`src/rtl/uart_pkg.sv`:
```
// Shared UART definitions: transmitter states and the frame-format encodings
// used by the transmitter, receiver and configuration registers.
package uart_pkg;

    typedef enum logic [2:0] {
        ST_IDLE,
        ST_LOAD,
        ST_START,
        ST_DATA,
        ST_PARITY,
        ST_STOP
    } tx_state_t;

    localparam logic [1:0] DW5 = 2'b00;
    localparam logic [1:0] DW6 = 2'b01;
    localparam logic [1:0] DW7 = 2'b10;
    localparam logic [1:0] DW8 = 2'b11;

    localparam logic [1:0] PAR_EVEN = 2'b00;
    localparam logic [1:0] PAR_ODD  = 2'b01;
    localparam logic [1:0] PAR_NONE = 2'b10;

    localparam logic [1:0] STOP_1 = 2'b00;
    localparam logic [1:0] STOP_2 = 2'b01;

    function automatic logic [3:0] data_bits(input logic [1:0] width_code);
        return {2'b00, width_code} + 4'd5;
    endfunction

endpackage

```
`src/rtl/uart_transmitter.sv`:
```
// UART transmit serialiser: pops bytes from the TX FIFO and shifts out
// start, data, optional parity and stop bits, timed by the baud tick.
module uart_transmitter
    import uart_pkg::*;
#(
    parameter int unsigned OVERSAMPLE = 16
) (
    input  logic       clk_i,
    input  logic       rst_i,
    input  logic       baud_tick_i,
    input  logic       tx_enable_i,
    input  logic [1:0] data_width_i,
    input  logic [1:0] parity_mode_i,
    input  logic [1:0] stop_bits_i,
    input  logic       tx_dsm_i,
    input  logic       fifo_empty_i,
    input  logic [7:0] fifo_data_i,
    output logic       fifo_read_o,
    output logic       tx_o,
    output logic       tx_idle_o,
    output logic       tx_done_o
);

    localparam int unsigned CW = $clog2(OVERSAMPLE);

    tx_state_t   state, state_next;
    logic [CW-1:0] tick_cnt;
    logic [2:0]  bit_cnt;
    logic        stop_cnt;
    logic [7:0]  shift_reg;
    logic [1:0]  width_q;
    logic        parity_en_q;
    logic        two_stop_q;
    logic        dsm_q;
    logic        parity_bit;

    logic        bit_end;
    logic        last_data_bit;
    logic        last_stop_bit;
    logic        pop_ok;
    logic        frame_parity;

    assign bit_end       = baud_tick_i && (tick_cnt == CW'(OVERSAMPLE - 1));
    assign last_data_bit = ({1'b0, bit_cnt} == (data_bits(width_q) - 4'd1));
    assign last_stop_bit = !two_stop_q || stop_cnt;
    assign pop_ok        = tx_enable_i && !fifo_empty_i;

    // Odd parity seeds the XOR with 1; bits above the selected width are masked.
    always_comb begin
        frame_parity = parity_mode_i[0];
        for (int unsigned i = 0; i < 8; i++) begin
            if (i < 32'(data_bits(data_width_i))) begin
                frame_parity = frame_parity ^ fifo_data_i[i];
            end
        end
    end

    always_ff @(posedge clk_i) begin
        if (rst_i) begin
            state <= ST_IDLE;
        end else begin
            state <= state_next;
        end
    end

    always_comb begin
        state_next = state;
        unique case (state)
            ST_IDLE:   if (pop_ok) state_next = ST_LOAD;
            ST_LOAD:   state_next = ST_START;
            ST_START:  if (bit_end) state_next = ST_DATA;
            ST_DATA:   if (bit_end && last_data_bit)
                           state_next = parity_en_q ? ST_PARITY : ST_STOP;
            ST_PARITY: if (bit_end) state_next = ST_STOP;
            ST_STOP:   if (bit_end && last_stop_bit)
                           state_next = (dsm_q && pop_ok) ? ST_LOAD : ST_IDLE;
            default:   state_next = ST_IDLE;
        endcase
    end

    always_comb begin
        tx_o        = 1'b1;
        tx_idle_o   = 1'b0;
        fifo_read_o = 1'b0;
        tx_done_o   = 1'b0;
        unique case (state)
            ST_IDLE: begin
                tx_idle_o   = 1'b1;
                fifo_read_o = pop_ok && !rst_i;
            end
            ST_START:  tx_o = 1'b0;
            ST_DATA:   tx_o = shift_reg[0];
            ST_PARITY: tx_o = parity_bit;
            ST_STOP: begin
                if (bit_end && last_stop_bit && !rst_i) begin
                    fifo_read_o = dsm_q && pop_ok;
                    tx_done_o   = !(dsm_q && pop_ok);
                end
            end
            default: ;
        endcase
    end

    always_ff @(posedge clk_i) begin
        if (rst_i) begin
            tick_cnt    <= '0;
            bit_cnt     <= '0;
            stop_cnt    <= 1'b0;
            shift_reg   <= '0;
            width_q     <= '0;
            parity_en_q <= 1'b0;
            two_stop_q  <= 1'b0;
            dsm_q       <= 1'b0;
            parity_bit  <= 1'b0;
        end else begin
            if (state == ST_LOAD) begin
                shift_reg   <= fifo_data_i;
                width_q     <= data_width_i;
                parity_en_q <= !parity_mode_i[1];
                two_stop_q  <= (stop_bits_i == STOP_2);
                dsm_q       <= tx_dsm_i;
                parity_bit  <= frame_parity;
                tick_cnt    <= '0;
                bit_cnt     <= '0;
                stop_cnt    <= 1'b0;
            end else if (state != ST_IDLE && baud_tick_i) begin
                tick_cnt <= tick_cnt + 1'b1;
            end
            if (state == ST_DATA && bit_end) begin
                shift_reg <= {1'b0, shift_reg[7:1]};
                bit_cnt   <= bit_cnt + 1'b1;
            end
            if (state == ST_STOP && bit_end) begin
                stop_cnt <= ~stop_cnt;
            end
        end
    end

endmodule
```
`config.mk`:
```
export PLATFORM = sky130hd
export DESIGN_NAME = uart_transmitter
export DESIGN_NICKNAME = d
export VERILOG_FILES = /design/src/rtl/uart_pkg.sv /design/src/rtl/uart_transmitter.sv
export SDC_FILE = /design/constraint.sdc
export NUM_CORES = 1
export LEC_CHECK = 0
export ABC_AREA = 1
export ABC_CLOCK_PERIOD_IN_PS = 1550
export CORE_UTILIZATION = 47
export CTS_CLUSTER_DIAMETER = 150
export DETAILED_ROUTE_END_ITERATION = 8
export PLACE_DENSITY_LB_ADDON = 0.08
export SLEW_MARGIN = 10
export SYNTH_ARGS = -nofsm -noshare
export SYNTH_HDL_FRONTEND = slang
export SYNTH_SLANG_ARGS = --single-unit
```
`constraint.sdc`:
```
create_clock -name clk_i -period 1.55 [get_ports clk_i]
set_clock_uncertainty 0.1 [all_clocks]
set_input_delay 0.31 -clock clk_i [delete_from_list [all_inputs] [get_ports clk_i]]
set_output_delay 0.31 -clock clk_i [all_outputs]
set_load 0.02 [all_outputs]
```
==> results of run 1 <==
==> critical path, cell delays in order, from the launching register on <==
cell and delay [ns]:
dfxtp_2 0.38, ha_4 0.15, nand2_4 0.06, nor2_4 0.11
nand3_4 0.09, nor3b_4 0.19, buf_6 0.14
==> cells in the final DEF (no fill, tap or decap), drive strengths merged <==
cell,n
nand2,71
buf,48
inv,32
dfxtp,25
clkdlybuf4s50,18
nand3,15
nor2,14
o21ai,12
a21oi,12
a31oi,7
clkbuf,4
xnor2,3
nor3,3
nor3b,2
xor2,2
nand4,2
ha,2
o211ai,1
o32ai,1
o31ai,1
or2,1
dlymetal6s2s,1
==> final cells by class <==
cell class	instances	area [um2]	share of cell area, %
clock buffers	4	26.28	1.211
inverters	32	122.6	5.652
multi-input cells	149	875.8	40.37
flip-flops and latches	25	514.2	23.70
well taps	31	38.79	1.788
repair buffers	67	591.8	27.28
==> per-stage QoR <==
| step | TNS, ns | hold WS, ns | instance area, um2 |
|---|---|---|---|
| 2_1_floorplan | -0.02808 | 0.3003 | 1409 |
| 3_3_place_gp | -5.930 | 0.3372 | 1951 |
| 3_5_place_dp | -6.764 | 0.3532 | 1951 |
| 4_1_cts | -0.9995 | 0.3724 | 2095 |
| 5_1_grt | -2.307 | 0.3911 | 2170 |
| 6_report | -1.126 | 0.3562 | 2170 |
==> worst paths after layout <==
kind                                                start                   endpoint  slack (ns)  depth (start not counted)
worst max register to register   tick_cnt[1]$_SDFFE_PP0P_      state[2]$_SDFFE_PP0P_       -0.07                         10
worst max-delay path             tick_cnt[1]$_SDFFE_PP0P_                  tx_done_o       -0.30                          6
worst min-delay path                          baud_tick_i   tick_cnt[0]$_SDFFE_PP0P_        0.36                          4
worst min register to register  shift_reg[1]$_SDFFE_PP0P_  shift_reg[0]$_SDFFE_PP0P_        0.39                          2
==> power breakdown <==
| group | internal (uW) | switching, uW | leakage [uW] |
|---|---|---|---|
| sequential | 799 | 102 | 0.000207 |
| clock | 101 | 189 | 0.0000150 |
| combinational | 586 | 679 | 0.000783 |
| total | 1490 | 970 | 0.00100 |
==> routing by layer <==
layer,routed length [um],up-vias,track usage (%),share of wire (%)
met5,0,-,0,0
met4,142,0,15.68,3.6
met3,207,17,3.488,5.2
met2,2139,68,48.13,54
met1,1502,720,25.95,38
li1,-,806,-,-
==> timing repair <==
action / in CTS / in global routing
buffers inserted: 5 / 2
cloned: 1 / 0
pin swaps: 12 / 11
resized for setup: 44 / 19
endpoints found under the hold margin: 0 / 0
setup endpoints to repair: 14 / 17
==> cell families (layout without fill, tap and decap cells) <==
family | after synthesis | after routing
DFF | 25 | 25
AOI/OAI and AO/OA | 34 | 34
buffers and inverters | 36 | 103
xor gates and xnor gates | 5 | 5
and+or+nand+nor | 107 | 108
adders and majority gates | 2 | 2
==> impl_results.md, run 1 <==
* Pin count of the biggest net entering global routing at 17
* Number of global-route vias before repair at 1,571
* Fin nets at 300
* Syn nets at 231
* Vias per std cell at around 5.2
* Main synth FF type: dfxtp_1
* Post-Synth Simple-Gate Area at roughly 35%
* Syn-to-layout area delta at 58.21%
* IO Count at 24
* RSZ-0062 raised after global routing: yes
* Dpl hpwl at around 2600 um
* EDFF count, synth at 0
* WL/cell at approximately 13 um
* DR vias at between 1,500 and 2,000
* Post-DRT Antenna Nets at 0
* Root Buffer: clkbuf_4
* Number of CTS-inserted buffers at 3
* CTS H-tree depth at 1
* Count leader, synth: nand2_1
* Dpl ws at -0.8110 ns
* DRC at 0
* Slew of the pin with the lowest slew margin at between 0.2 and 0.25 ns
* Peak supply drop at between 1 and 1.5 mV
* Die Footprint at ~3100 um2
* Worst EP required at between 1 and 1.5 ns
* CTS Sinks at 25
* Initial Util at between 40% and 50%
* Fmax at roughly 540 MHz
* Synthesized flop and latch total at 25
* Worst setup margin at -0.2985 ns
* Area contributors post-synth: dfxtp_1 (36%), nand2_1 (19%), inv_1 (6.8%), a21oi_1 (4.4%), nand3_1 (4.4%)
* Number of inserted diodes at 0
* Tot Pwr at 2456 uW
* Post-synthesis xor/xnor area fraction at ~3.2%
* Inst Count DP at 298
* Critical Path AT at 1.44 ns
* Starting DRT DRC Count at 58
* Yosys top cell area share at between 30% and 40%
* Core Region at between 2000 and 3000 um2
* Failing checks: negative setup slack
* Worst hold-check path type: input port to flip-flop
* Post-synth ARST share at 0%
* Post-synthesis instance total at 209
* Routed WL at between 3000 and 4000 um
* Post-Synth Adder-Cell Area at ~1.8%
* Max capacitance violation total at 0
* Synth area leader: dfxtp_1
* Seq/Total Area, Yosys at 36.50%
* CTS tree: yes
* FILL cells at roughly 190
* Layout cells sized above 1 at around 33%
* Worst Setup End Kind: output port
* Count of different cell masters after synthesis at 27
* Slew Limit Fails at 0
* Startpoint Class: flip-flop
* PD cells at 1132 nW/um2
* CTS Buffer Depth at 2
* Die Span X at between 50 and 60 um
* Number of synthesis warnings at 0
* Clock Latency Late Sink at about 0.32 ns
* Total grt overflow at 0
* Peak fanout along the critical path at 2
* Final setup viols at 13
* Die height at roughly 56 um
* Synthesized area per cell at about 6.6 um2
* Rows at 19
* GR Util All Layers at between 20% and 30%
* Pre-antenna DRT Iters at 6
* Worst-path clk slew at about 0.13 ns
* Max reg flops at 8
* Final core occ at between 70 and 80%
* LEAKAGE at roughly 0.0010 uW
* Multiplexer area fraction after synthesis at 0%
* Synth Area in Compound Gates at a little over an eighth
* Initial antenna violation count at 0
* GP Congestion at approximately 0.85
* First-pass GRT wire length at roughly 6300 um
* Mapped cell area at about 1400 um2
* Port bufs at 23
* Cts hold-fix bufs at 0
* Non-filler cells in the finished layout at a little over 300
* Status: finished with violations
* Minimum clock period at 1.849 ns
* Rel. slew slack at a little over four fifths
* Main combinational cell family by area after synthesis: simple AND/OR/NAND/NOR gates
* Final Hold Viols at 0
* Crit Path Class: flip-flop to output port
* Most frequent cells after synthesis: nand2_1 (70), dfxtp_1 (25), inv_1 (25)
* Final worst path period share at 119.3%
(Power assumes the default switching activity.)
==> inputs of run 2 (changes only) <==
CORE_ASPECT_RATIO = 1.75   (was unset)
CTS_CLUSTER_SIZE = 12   (was unset)
GPL_TIMING_DRIVEN = 0   (was unset)
==> impl_results.md, run 2 (synthesis results as in run 1) <==
* Status: finished with violations
* Failing checks: negative setup slack
* R2R cell count at 10
* CTS H-tree depth at 1
* Hold path start: data_width_i[0]
* Peak supply drop at 0.6636 mV
* Area after DPL at 1673 um2
* Max capacitance violation total at 0
* Port bufs at 23
* WL/cell at around 13 um
* FF-to-FF End: shift_reg[2]$_SDFFE_PP0P_
* Fmax at 557.2 MHz
* Worst setup margin at -0.2448 ns
* IO Count at 24
* Number of inserted diodes at 0
* Worst Setup End Kind: output port
* Starting DRT DRC Count at 31
* Inst Count DP at ~260
* Max reg flops at 8
* Rows at 25
* Startpoint Class: flip-flop
* CTS tree: yes
* Initial Util at about half
* Crit Reg-Reg Startpoint: tick_cnt[1]$_SDFFE_PP0P_
* CTS Sinks at 25
* Slew Limit Fails at 0
* Minimum clock period at around 1.8 ns
* DR vias at 1,529
* Final Cell Area at ~2000 um2
* CP Cell Sequence: ha_4 -> nand2_4 -> nor2_4 -> nand3_4 -> nor3b_4 -> buf_6
* Pre-antenna DRT Iters at 4
* Cts hold-fix bufs at 0
* R2r setup slk at -0.08 ns
* Crit Path Class: flip-flop to output port
* Worst-path clk slew at roughly 0.09 ns
* Worst hold-check path type: input port to flip-flop
* Delay of the slowest critical-path stage at between 0.3 and 0.4 ns
* GP Congestion at between 0.8 and 0.9
* Dpl hpwl at 2554 um
* Routed WL at approximately 3700 um
* Total grt overflow at 0
* Critical-path top delay cell: dfxtp_2
* Hold Path Depth at 3
* Final worst path period share at 115.8%
* Number of global-route vias before repair at 1,522
* CTS Buffer Depth at 2
* Die height at approximately 73 um
* WHS Endpoint: width_q[0]$_SDFFE_PP0P_
* Buffers & Inverters on Critical Path at 1
* Commonest non-fill, non-tap cell in the layout: nand2_1
* Critical Path AT at 1.38 ns
* Syn-to-layout area delta at 45.99%
* Root Buffer: clkbuf_8
* Vias per std cell at 5.422
* PD cells at around 1200 nW/um2
* Final Hold Viols at 0
* Final setup viols at 15
* LEAKAGE at roughly 0.00091 uW
* DRC at 0
* Number of CTS-inserted buffers at 3
* Die Span X at about 43 um
* Non-filler cells in the finished layout at about 280
* Delay-heaviest family, CP: simple AND/OR/NAND/NOR gates
* Critical Path Source: tick_cnt[1]$_SDFFE_PP0P_
* Rel. slew slack at approximately two thirds
* Die Footprint at 3146 um2
* GR Util All Layers at about a quarter
* RSZ-0062 raised after global routing: yes
* Most frequent cells in the layout: nand2_1 (65), inv_1 (24), dfxtp_1 (20)
* Worst EP required at 1.14 ns
* First-pass GRT wire length at 5802 um
* Post-route setup TNS at -1.399 ns
* Layout cells sized above 1 at 26.27%
* Clock Latency Late Sink at roughly 0.27 ns
* Slew of the pin with the lowest slew margin at ~0.49 ns
* Fin nets at 278
* Peak fanout along the critical path at 2
* Post-DRT Antenna Nets at 0
* Initial antenna violation count at 0
* Core Region at between 2000 and 3000 um2
* Pin count of the biggest net entering global routing at 15
-- run 2: cell types whose count changed in the layout (fill, tap and decap cells not counted), sizes merged --
cell,before,now
nor2,14,13
dlygate4sd2,0,4
buf,48,25
clkdlybuf4s50,18,12
clkinv,0,1
dlymetal6s2s,1,3
clkbuf,4,5
-- run 2: worst max-delay path by stage --
stage / slack (ns) / depth (start not counted) / endpoint
after floorplan: -0.03 / 3 / fifo_read_o
after global placement: -1.16 / 6 / tx_done_o
after detailed placement: -1.17 / 6 / tx_done_o
after CTS: -0.27 / 6 / tx_done_o
after global routing: -0.30 / 6 / tx_done_o
final: -0.24 / 6 / tx_done_o
-- run 2: through the flow --
stage                     hold slack, ns  power [uW]  setup slack (ns)  util [%]
after floorplan                   0.3003        1476          -0.02808         -
after global routing              0.2934        2466           -0.2990     73.56
after global placement            0.3406        1703            -1.161     61.47
final                             0.2720        2309           -0.2448     73.56
after CTS                         0.3676        2235           -0.2743     69.84
after detailed placement          0.3549        1743            -1.167     61.47
-- run 2: layer usage --
layer,vias up,global-route usage (%),routed length (um)
met4,0,11.11,109
met2,42,50.00,2102
met5,-,0,0
met1,710,20.31,1352
met3,12,2.703,108
li1,765,-,-
-- run 2: final cells by class --
type                            instances  area (um2)
Sequential cell                        25       514.2
Buffer                                  4       27.53
Fill cell                             222       719.4
Inverter                               32       130.1
Multi-Input combinational cell        148       860.8
Clock inverter                          1       5.005
Clock buffer                            3       41.29
Tap cell                               27       33.78
Timing Repair Buffer                   42       389.1
-- run 2: worst reg2reg max path, delay by kind of cell (launching register included) --
family	cells	cell delay, ns
AOI/OAI and AO/OA	1	0.15
adders and majority gates	1	0.15
buffers and inverters	4	0.41
DFF	1	0.36
and+or+nand+nor	4	0.39
-- run 2: report_power, final --
group / internal [uW] / switching, uW / leakage, uW / total (uW)
sequential: 800 / 120 / 0.000207 / 920
clock: 180 / 207 / 0.0000255 / 387
combinational: 404 / 598 / 0.000677 / 1000
total: 1380 / 924 / 0.000909 / 2310
-- run 2: repair_timing --
item	4_1_cts	5_1_grt
pin swaps	10	14
buffers inserted	15	5
gates cloned	1	0
resized for setup	54	17
setup endpoints to repair	14	16
==> inputs of run 3 (changes only) <==
GPL_TIMING_DRIVEN = unset   (was 0)
==> impl_results.md, run 3 (synthesis results as in run 1) <==
* Status: finished with violations
* Failing checks: negative setup slack
* Pre-antenna DRT Iters at 4
* GR Util All Layers at about a quarter
* CTS H-tree depth at 1
* Non-filler cells in the finished layout at 300
* IO Count at 24
* Grt peak-use layer: met2
* Clock Latency Late Sink at 0.27 ns
* Delay of the slowest critical-path stage at ~0.37 ns
* First-pass GRT wire length at 6292 um
* R2r setup slk at -0.13 ns
* Peak fanout along the critical path at 2
* Max capacitance violation total at 0
* Final worst path period share at 115.5%
* Die Footprint at about 3100 um2
* Die height at 73.46 um
* Hold Path Depth at 2
* Routed WL at 3955 um
* PD cells at ~1200 nW/um2
* Inst Count DP at between 200 and 300
* Worst Setup End Kind: output port
* Initial Util at about half
* Fin nets at 296
* Starting DRT DRC Count at 23
* CTS Sinks at 25
* Worst hold-check path type: flip-flop to flip-flop
* Slew Limit Fails at 0
* Number of global-route vias before repair at approximately 1,500
* Number of inserted diodes at 0
* Final Hold Viols at 0
* Rel. slew slack at between 80% and 90%
* Hold Slack at 0.3668 ns
* Total grt overflow at 0
* LEAKAGE at between 0.0009 and 0.001 uW
* Slew of the pin with the lowest slew margin at approximately 0.21 ns
* Die Span X at about 43 um
* Met2 usage at 54.21%
* Buffers & Inverters on Critical Path at 1
* Tot Pwr at around 2500 uW
* Area after DPL at 1908 um2
* RSZ-0062 raised after global routing: yes
* Crit Path Class: flip-flop to output port
* Root Buffer: clkbuf_8
* CTS tree: yes
* Final core occ at 78.62%
* Hold path start: stop_cnt$_SDFFE_PP0P_
* Core Region at ~2700 um2
* Startpoint Class: flip-flop
* Worst-path clk slew at approximately 0.090 ns
* Final Cell Area at about 2100 um2
* Layout cells sized above 1 at 31.87%
* Crit Reg-Reg Startpoint: tick_cnt[1]$_SDFFE_PP0P_
* Delay-heaviest family, CP: simple AND/OR/NAND/NOR gates
* Commonest non-fill, non-tap cell in the layout: nand2_1
* Fmax at 558.8 MHz
* Final setup viols at 15
* Minimum clock period at ~1.8 ns
* Critical Path Source: tick_cnt[1]$_SDFFE_PP0P_
* WL/cell at around 13 um
* Worst EP required at between 1 and 1.5 ns
* Most frequent cells in the layout: nand2_1 (62), buf_4 (35), inv_1 (24)
* FILL cells at between 200 and 250
* GR Util met3 at roughly 2.7%
* Syn-to-layout area delta at 56.02%
* Critical Path AT at 1.38 ns
* Peak supply drop at approximately 0.86 mV
* Worst setup path endpoint: tx_done_o
* Vias per std cell at 5.240
* Dpl hpwl at slightly below 3000 um
* Max reg flops at 8
* Critical-path top delay cell: dfxtp_2
* Cts hold-fix bufs at 0
* Initial antenna violation count at 0
* Grt met1 use at between 20% and 30%
* WP depth at 6
* GP Congestion at between 0.7 and 0.8
* CP Cell Sequence: ha_4 -> nand2_4 -> nor2_4 -> nand3_4 -> nor3b_4 -> buf_6
* R2R cell count at 11
* Pin count of the biggest net entering global routing at 17
* DRC at 0
* Rows at 25
* Post-DRT Antenna Nets at 0
* CTS Buffer Depth at 2
* Number of CTS-inserted buffers at 3
* DR vias at 1,572
* Worst setup margin at -0.2397 ns
* Port bufs at 23
* FF-to-FF End: shift_reg[5]$_SDFFE_PP0P_
[run 3: cell types whose count changed in the layout (fill, tap and decap cells not counted), moves of 2 or more]
cell / before / now
buf_2: 2 / 0
inv_2: 4 / 7
dlymetal6s2s_1: 3 / 1
nand2_1: 65 / 62
buf_4: 15 / 35
nand2_2: 5 / 8
inv_4: 4 / 1
clkdlybuf4s50_1: 12 / 15
[run 3: stage by stage]
| stage | worst slack, ns | TNS [ns] |
|---|---|---|
| CTS | -0.2591 | -1.081 |
| finish | -0.2397 | -1.782 |
| global placement | -0.7698 | -6.253 |
| floorplan | -0.02808 | -0.02808 |
| detailed placement | -0.7941 | -6.798 |
| global route | -0.3048 | -3.012 |
[run 3: layout make-up]
class | count | area [um2] | share of cell area (%)
inverter | 32 | 122.6 | 5.731
tap | 27 | 33.78 | 1.579
timing repair buffer | 63 | 561.8 | 26.26
clock buffer | 3 | 41.29 | 1.930
multi-input combinational | 149 | 863.3 | 40.35
sequential | 25 | 511.7 | 23.92
clock inverter | 1 | 5.005 | 0.2339
[run 3: power breakdown]
group          switching [uW]  total (uW)  internal, uW
registers                 109         905           796
logic                     674        1240           566
clock network             206         385           180
total                     989        2530          1540
[run 3: worst min path at each step]
stage	end	slack, ns
finish	stop_cnt$_SDFFE_PP0P_	0.37
global route	bit_cnt[2]$_SDFFE_PP0P_	0.39
CTS	bit_cnt[2]$_SDFFE_PP0P_	0.37
detailed placement	bit_cnt[2]$_SDFFE_PP0P_	0.35
global placement	bit_cnt[2]$_SDFFE_PP0P_	0.34
floorplan	parity_en_q$_SDFFE_PP0P_	0.30
[run 3: timing repair]
item                       4_1_cts  5_1_grt
setup endpoints to repair       16       18
gates resized for setup         48       15
pin swaps                       13       13
gates cloned                     1        0
hold endpoints to repair         0        0
buffers inserted                 5        3
[run 3: per-layer routing]
metal  vias to the layer above  share of wire, %
met5                         -                 0
met4                         0               1.2
met3                         4               2.7
met2                        36                60
met1                       736                36
li1                        796                 -
[run 3: worst min-delay path: stages (launching register included)]
cell	delay, ns
dfxtp_1	0.32
nand2_1	0.06
a21oi_1	0.05
